`config.mk`:
```
export PLATFORM = sky130hd
export DESIGN_NAME = id_ex_stage
export DESIGN_NICKNAME = d
export VERILOG_FILES = /design/src/rtl/id_ex_stage.sv
export SDC_FILE = /design/constraint.sdc
export NUM_CORES = 1
export LEC_CHECK = 0
export CELL_PAD_IN_SITES_DETAIL_PLACEMENT = 0
export CELL_PAD_IN_SITES_GLOBAL_PLACEMENT = 1
export CORE_MARGIN = 2
export CORE_UTILIZATION = 31
export DETAILED_ROUTE_END_ITERATION = 7
export PLACE_DENSITY = 0.79
export SYNTH_ARGS = -nofsm -noshare
export SYNTH_HDL_FRONTEND = slang
export SYNTH_SLANG_ARGS = --single-unit
```
`constraint.sdc`:
```
create_clock -name clk -period 5.62 [get_ports clk]
set_input_delay 1.124 -clock clk [delete_from_list [all_inputs] [get_ports clk]]
set_output_delay 1.124 -clock clk [all_outputs]
set_load 0.01 [all_outputs]
```
`src/rtl/id_ex_stage.sv`:
```
// ID/EX pipeline register with MEM/WB operand forwarding and load-use bubble insertion.
// Feeds the ALU operands and opcode directly; contains no arithmetic of its own.
module id_ex_stage #(
  parameter int N    = 32,
  parameter int RA_W = 5
) (
  input  logic            clk,
  input  logic            rst,
  input  logic            id_valid,
  input  logic [N-1:0]    id_pc,
  input  logic [N-1:0]    id_rs1_data,
  input  logic [N-1:0]    id_rs2_data,
  input  logic [N-1:0]    id_imm,
  input  logic [RA_W-1:0] id_rs1_addr,
  input  logic [RA_W-1:0] id_rs2_addr,
  input  logic [RA_W-1:0] id_rd_addr,
  input  logic            id_uses_rs1,
  input  logic            id_uses_rs2,
  input  logic            id_reg_write,
  input  logic            id_is_load,
  input  logic            id_a_sel,
  input  logic            id_b_sel,
  input  logic [3:0]      id_alu_select,
  input  logic            stall,
  input  logic            flush,
  input  logic [RA_W-1:0] mem_rd_addr,
  input  logic [RA_W-1:0] wb_rd_addr,
  input  logic            mem_reg_write,
  input  logic            wb_reg_write,
  input  logic [N-1:0]    mem_result,
  input  logic [N-1:0]    wb_result,
  output logic            hazard_stall,
  output logic            ex_valid,
  output logic [N-1:0]    alu_a,
  output logic [N-1:0]    alu_b,
  output logic [3:0]      alu_select,
  output logic [N-1:0]    ex_store_data,
  output logic [N-1:0]    ex_pc,
  output logic [RA_W-1:0] ex_rd_addr,
  output logic            ex_reg_write,
  output logic            ex_is_load
);

  logic [N-1:0]    rs1_data_q, rs2_data_q, imm_q;
  logic [RA_W-1:0] rs1_addr_q, rs2_addr_q;
  logic            a_sel_q, b_sel_q;
  logic [N-1:0]    fwd_rs1, fwd_rs2;
  logic            rs1_match, rs2_match;
  logic            bubble;

  assign rs1_match = id_uses_rs1 && (id_rs1_addr == ex_rd_addr);
  assign rs2_match = id_uses_rs2 && (id_rs2_addr == ex_rd_addr);
  assign hazard_stall = ex_valid && ex_is_load && (ex_rd_addr != '0) && id_valid
                        && (rs1_match || rs2_match);

  // Flush outranks stall; a load-use hazard only bubbles when not held.
  assign bubble = flush || (!stall && hazard_stall);

  always_ff @(posedge clk or posedge rst) begin
    if (rst) begin
      ex_valid     <= 1'b0;
      ex_pc        <= '0;
      rs1_data_q   <= '0;
      rs2_data_q   <= '0;
      imm_q        <= '0;
      rs1_addr_q   <= '0;
      rs2_addr_q   <= '0;
      ex_rd_addr   <= '0;
      ex_reg_write <= 1'b0;
      ex_is_load   <= 1'b0;
      a_sel_q      <= 1'b0;
      b_sel_q      <= 1'b0;
      alu_select   <= '0;
    end else if (bubble) begin
      ex_valid     <= 1'b0;
      ex_pc        <= '0;
      rs1_data_q   <= '0;
      rs2_data_q   <= '0;
      imm_q        <= '0;
      rs1_addr_q   <= '0;
      rs2_addr_q   <= '0;
      ex_rd_addr   <= '0;
      ex_reg_write <= 1'b0;
      ex_is_load   <= 1'b0;
      a_sel_q      <= 1'b0;
      b_sel_q      <= 1'b0;
      alu_select   <= '0;
    end else if (!stall) begin
      ex_valid     <= id_valid;
      ex_pc        <= id_pc;
      rs1_data_q   <= id_rs1_data;
      rs2_data_q   <= id_rs2_data;
      imm_q        <= id_imm;
      rs1_addr_q   <= id_rs1_addr;
      rs2_addr_q   <= id_rs2_addr;
      ex_rd_addr   <= id_rd_addr;
      ex_reg_write <= id_reg_write && id_valid;
      ex_is_load   <= id_is_load && id_valid;
      a_sel_q      <= id_a_sel;
      b_sel_q      <= id_b_sel;
      alu_select   <= id_alu_select;
    end
  end

  // MEM holds the younger result, so it wins over WB; x0 is hardwired zero.
  always_comb begin
    fwd_rs1 = rs1_data_q;
    if (rs1_addr_q != '0 && mem_reg_write && mem_rd_addr == rs1_addr_q)
      fwd_rs1 = mem_result;
    else if (rs1_addr_q != '0 && wb_reg_write && wb_rd_addr == rs1_addr_q)
      fwd_rs1 = wb_result;

    fwd_rs2 = rs2_data_q;
    if (rs2_addr_q != '0 && mem_reg_write && mem_rd_addr == rs2_addr_q)
      fwd_rs2 = mem_result;
    else if (rs2_addr_q != '0 && wb_reg_write && wb_rd_addr == rs2_addr_q)
      fwd_rs2 = wb_result;
  end

  assign alu_a         = a_sel_q ? ex_pc : fwd_rs1;
  assign alu_b         = b_sel_q ? imm_q : fwd_rs2;
  assign ex_store_data = fwd_rs2;

endmodule

```
==> results.md <==
* Status: finished clean
* Sequential share of power at 0.374
* Final worst slack at between 500 and 600 ps
* Port bufs at around 370
* Max VDD drop at 137 uV
* Clock buffer count from CTS at 17
* GRT Total Usage at 0.270
* Grt met2 use at 0.446
* Element type at the critical path end: primary output
* Initial antenna violation count at 5
* Area contributors post-synth: dfrtp_1, nand2_1, a32o_1
* Synth top area share at 0.433
* Synth area leader: dfrtp_1
* WS Path Type: in2out
* Hold path depth at 1
* Grt ovf at 0
* Core footprint at approximately 28,000 um2
* DRC marker count from the first detailed-route iteration at between 900 and 1,000
* Worst-path clk slew at ~70 ps
* Synth warn at 0
* Synthesis-to-finish area growth at 53.1%
* Ratio of cells with drive above 1 in the final layout at 0.0785
* H-Tree Depth at 4
* Setup bufs post-CTS at 0
* Pwr Density at 242 nW/um2
* Sw Pwr at between 0.0009 and 0.001 W
* Power after layout at about 0.0032 W
* P_int at ~0.0023 W
* Global routing usage on met1 at 0.354
* Initial Util at 0.315
* DRC viols at 0
* Reg2reg start: ex_rd_addr[3]
* # resized after CTS at 0
* Most frequent cells after synthesis: nand2_1, dfrtp_1, clkbuf_1, o22ai_1, inv_1
* CTS sink count at 152
* Max-Slew Margin vs Limit at 0.103
* Largest net degree at the start of global routing at between 90 and 100
* Final min period at just over 5000 ps
* Synthesized area at 8780 um2
* Die footprint at between 20,000 and 30,000 um2
* Combinational power share at 0.241
* Busiest layer in global routing: met2
* Post-synthesis sequential area ratio at 0.433
* Critical path required time at 4500 ps
* Worst-path maximum fanout at 20
* Final max-slew violation count at 0
* Flops & latches, synth at around 150
* Die X at 172 um
* Clock latency on the worst-skew pair at approximately 430 ps
* Worst-Margin Slew at around 1300 ps
* Clock skew at 7.46 ps
* Leakage at around 5.3 nW
* Detailed-route vias per instance at roughly 5.6
* Hold Path Class: reg2reg
* Launch point of the worst path: wb_rd_addr[0]
* IO Pins at around 380
* Mapped Nets at ~1,200
* Final ANT Viol Nets at 0
* Clock root cell: clkbuf_16
* Diode count at 0
* WP data arrival at 3930 ps
* Hold path start: rs1_data_q[31]
* Placer Congestion at about 0.84
* Synth async-reset ratio at 1.00
* Number of synthesized flops with an enable pin at 0
* Count of cell types in the netlist at 35
* Top FF cell, synth: dfrtp_1
* Startpoint types: input pin
* Post-Syn Instances at 978
* Fmax at approximately 0.20 GHz
* Max clock buf depth at 2
* Count leader, synth: nand2_1
* M3 GR Usage at 0.0611
* Vias at roughly 9,500
* Die height at 172 um
* Vias in the first global route at 9,491
* CTS hold repair buffers at 0
* Final Hold Viols at 0
* Setup_tns at 0 ps
* Switching share of power at 0.293
* DRT Wirelength at ~40,000 um
* RSZ-0062 raised after global routing: false
* CTS tree: done
* Detail Placement HPWL at 28,200 um
* Fin crit share at 0.899
* Final #Nets at 1,520
* Wire per inst at 24.4 um
* Clock power share at 0.385
* Post-Place Setup Slack at 597 ps
* Final Setup Violations at 0
* FF-to-FF path depth at 6
* First-pass GRT wire length at between 50,000 and 60,000 um
* TritonRoute pass-1 iters at 8
* Register Area at 3810 um2
* Max-cap viol count at 0
* Syn avg cell area at about 9 um2
* Area occupied by multi-input gates at approximately 4300 um2
* Filler cell count at around 2,700
* Rows at 61
## final timing paths
kind / to / slack [ps]
worst max-delay path: alu_b[5] / 560
worst min-delay path: rs1_data_q[31] / 490
worst max register to register: rs1_addr_q[1] / 2840
worst min register to register: rs1_data_q[31] / 490
max in group asynchronous: b_sel_q / 3290
min in group asynchronous: rs2_addr_q[3] / 1240
## area by class of cell
cell class,instances,share of cell area
Clock inverter,12,0.0123
Tap cell,378,0.0352
Inverter,76,0.0217
Clock buffer,20,0.0340
Multi-Input combinational cell,641,0.321
Sequential cell,152,0.283
Timing Repair Buffer,398,0.292
## kinds of logic (layout without fill, tap and decap cells)
group           Yosys count  count (layout)  share of synthesized area
compound gates          251             251                      0.226
simple gates            296             296                      0.151
mux                      64              64                     0.0775
xor+xnor                 30              30                     0.0299
flops                   152             152                      0.433
buf+inv                 185             506                     0.0816
## critical path: stages
cell	delay, ps
clkdlybuf4s50_1	540
xnor2_1	150
and4_2	580
buf_4	310
nand3_1	100
a31oi_1	340
mux2_2	210
clkdlybuf4s50_1	550
## metrics by stage
step | cells | util | hold WS [ps] | instance area (um2)
global placement | 1645 | 0.460 | 471 | 12800
detailed placement | 1645 | 0.460 | 481 | 12800
global route | 1677 | 0.483 | 507 | 13400
CTS | 1677 | 0.483 | 497 | 13400
finish | 1677 | 0.483 | 492 | 13400
floorplan | 978 | - | 460 | 8780
## cell usage in the layout, fill, tap and decap left out, types with 3 or more instances in the layout
cell | netlist | routed
bufinv_16 | 0 | 3
mux2i_1 | 32 | 32
inv_1 | 75 | 74
a32o_1 | 59 | 59
nand4_1 | 6 | 6
nand2_1 | 178 | 178
inv_6 | 0 | 4
mux2_2 | 30 | 30
xnor2_1 | 28 | 27
o41ai_1 | 10 | 10
o31ai_1 | 32 | 32
nor3_1 | 32 | 32
buf_4 | 3 | 25
and3_1 | 33 | 33
nor2_4 | 0 | 3
nand3_1 | 32 | 32
clkbuf_16 | 0 | 17
a31oi_1 | 32 | 32
dfrtp_1 | 152 | 150
clkdlybuf4s50_1 | 0 | 372
a222oi_1 | 32 | 32
o22ai_1 | 83 | 83
## power groups by stage
stage	Clock [W]	Sequential, W	Combinational (W)
3_3_place_gp	0	0.00123	0.000780
6_report	0.00125	0.00121	0.000782
5_1_grt	0.00131	0.00122	0.000833
4_1_cts	0.00127	0.00121	0.000787
2_1_floorplan	0	0.00122	0.000327
3_5_place_dp	0	0.00123	0.000782
## routing by layer
layer / vias up / routed length, um
met1: 4702 / 17300
met5: - / 74
li1: 4241 / -
met3: 58 / 3230
met2: 455 / 19500
met4: 10 / 832
## sequential cells by signal, indices dropped and copies added (netlist names), 4 cells and up
signal,cells
ex_rd_addr,5
ex_pc,32
rs1_data_q,32
rs2_addr_q,5
imm_q,32
alu_select,4
rs1_addr_q,5
rs2_data_q,32
Power figures use the tool's default switching activity.
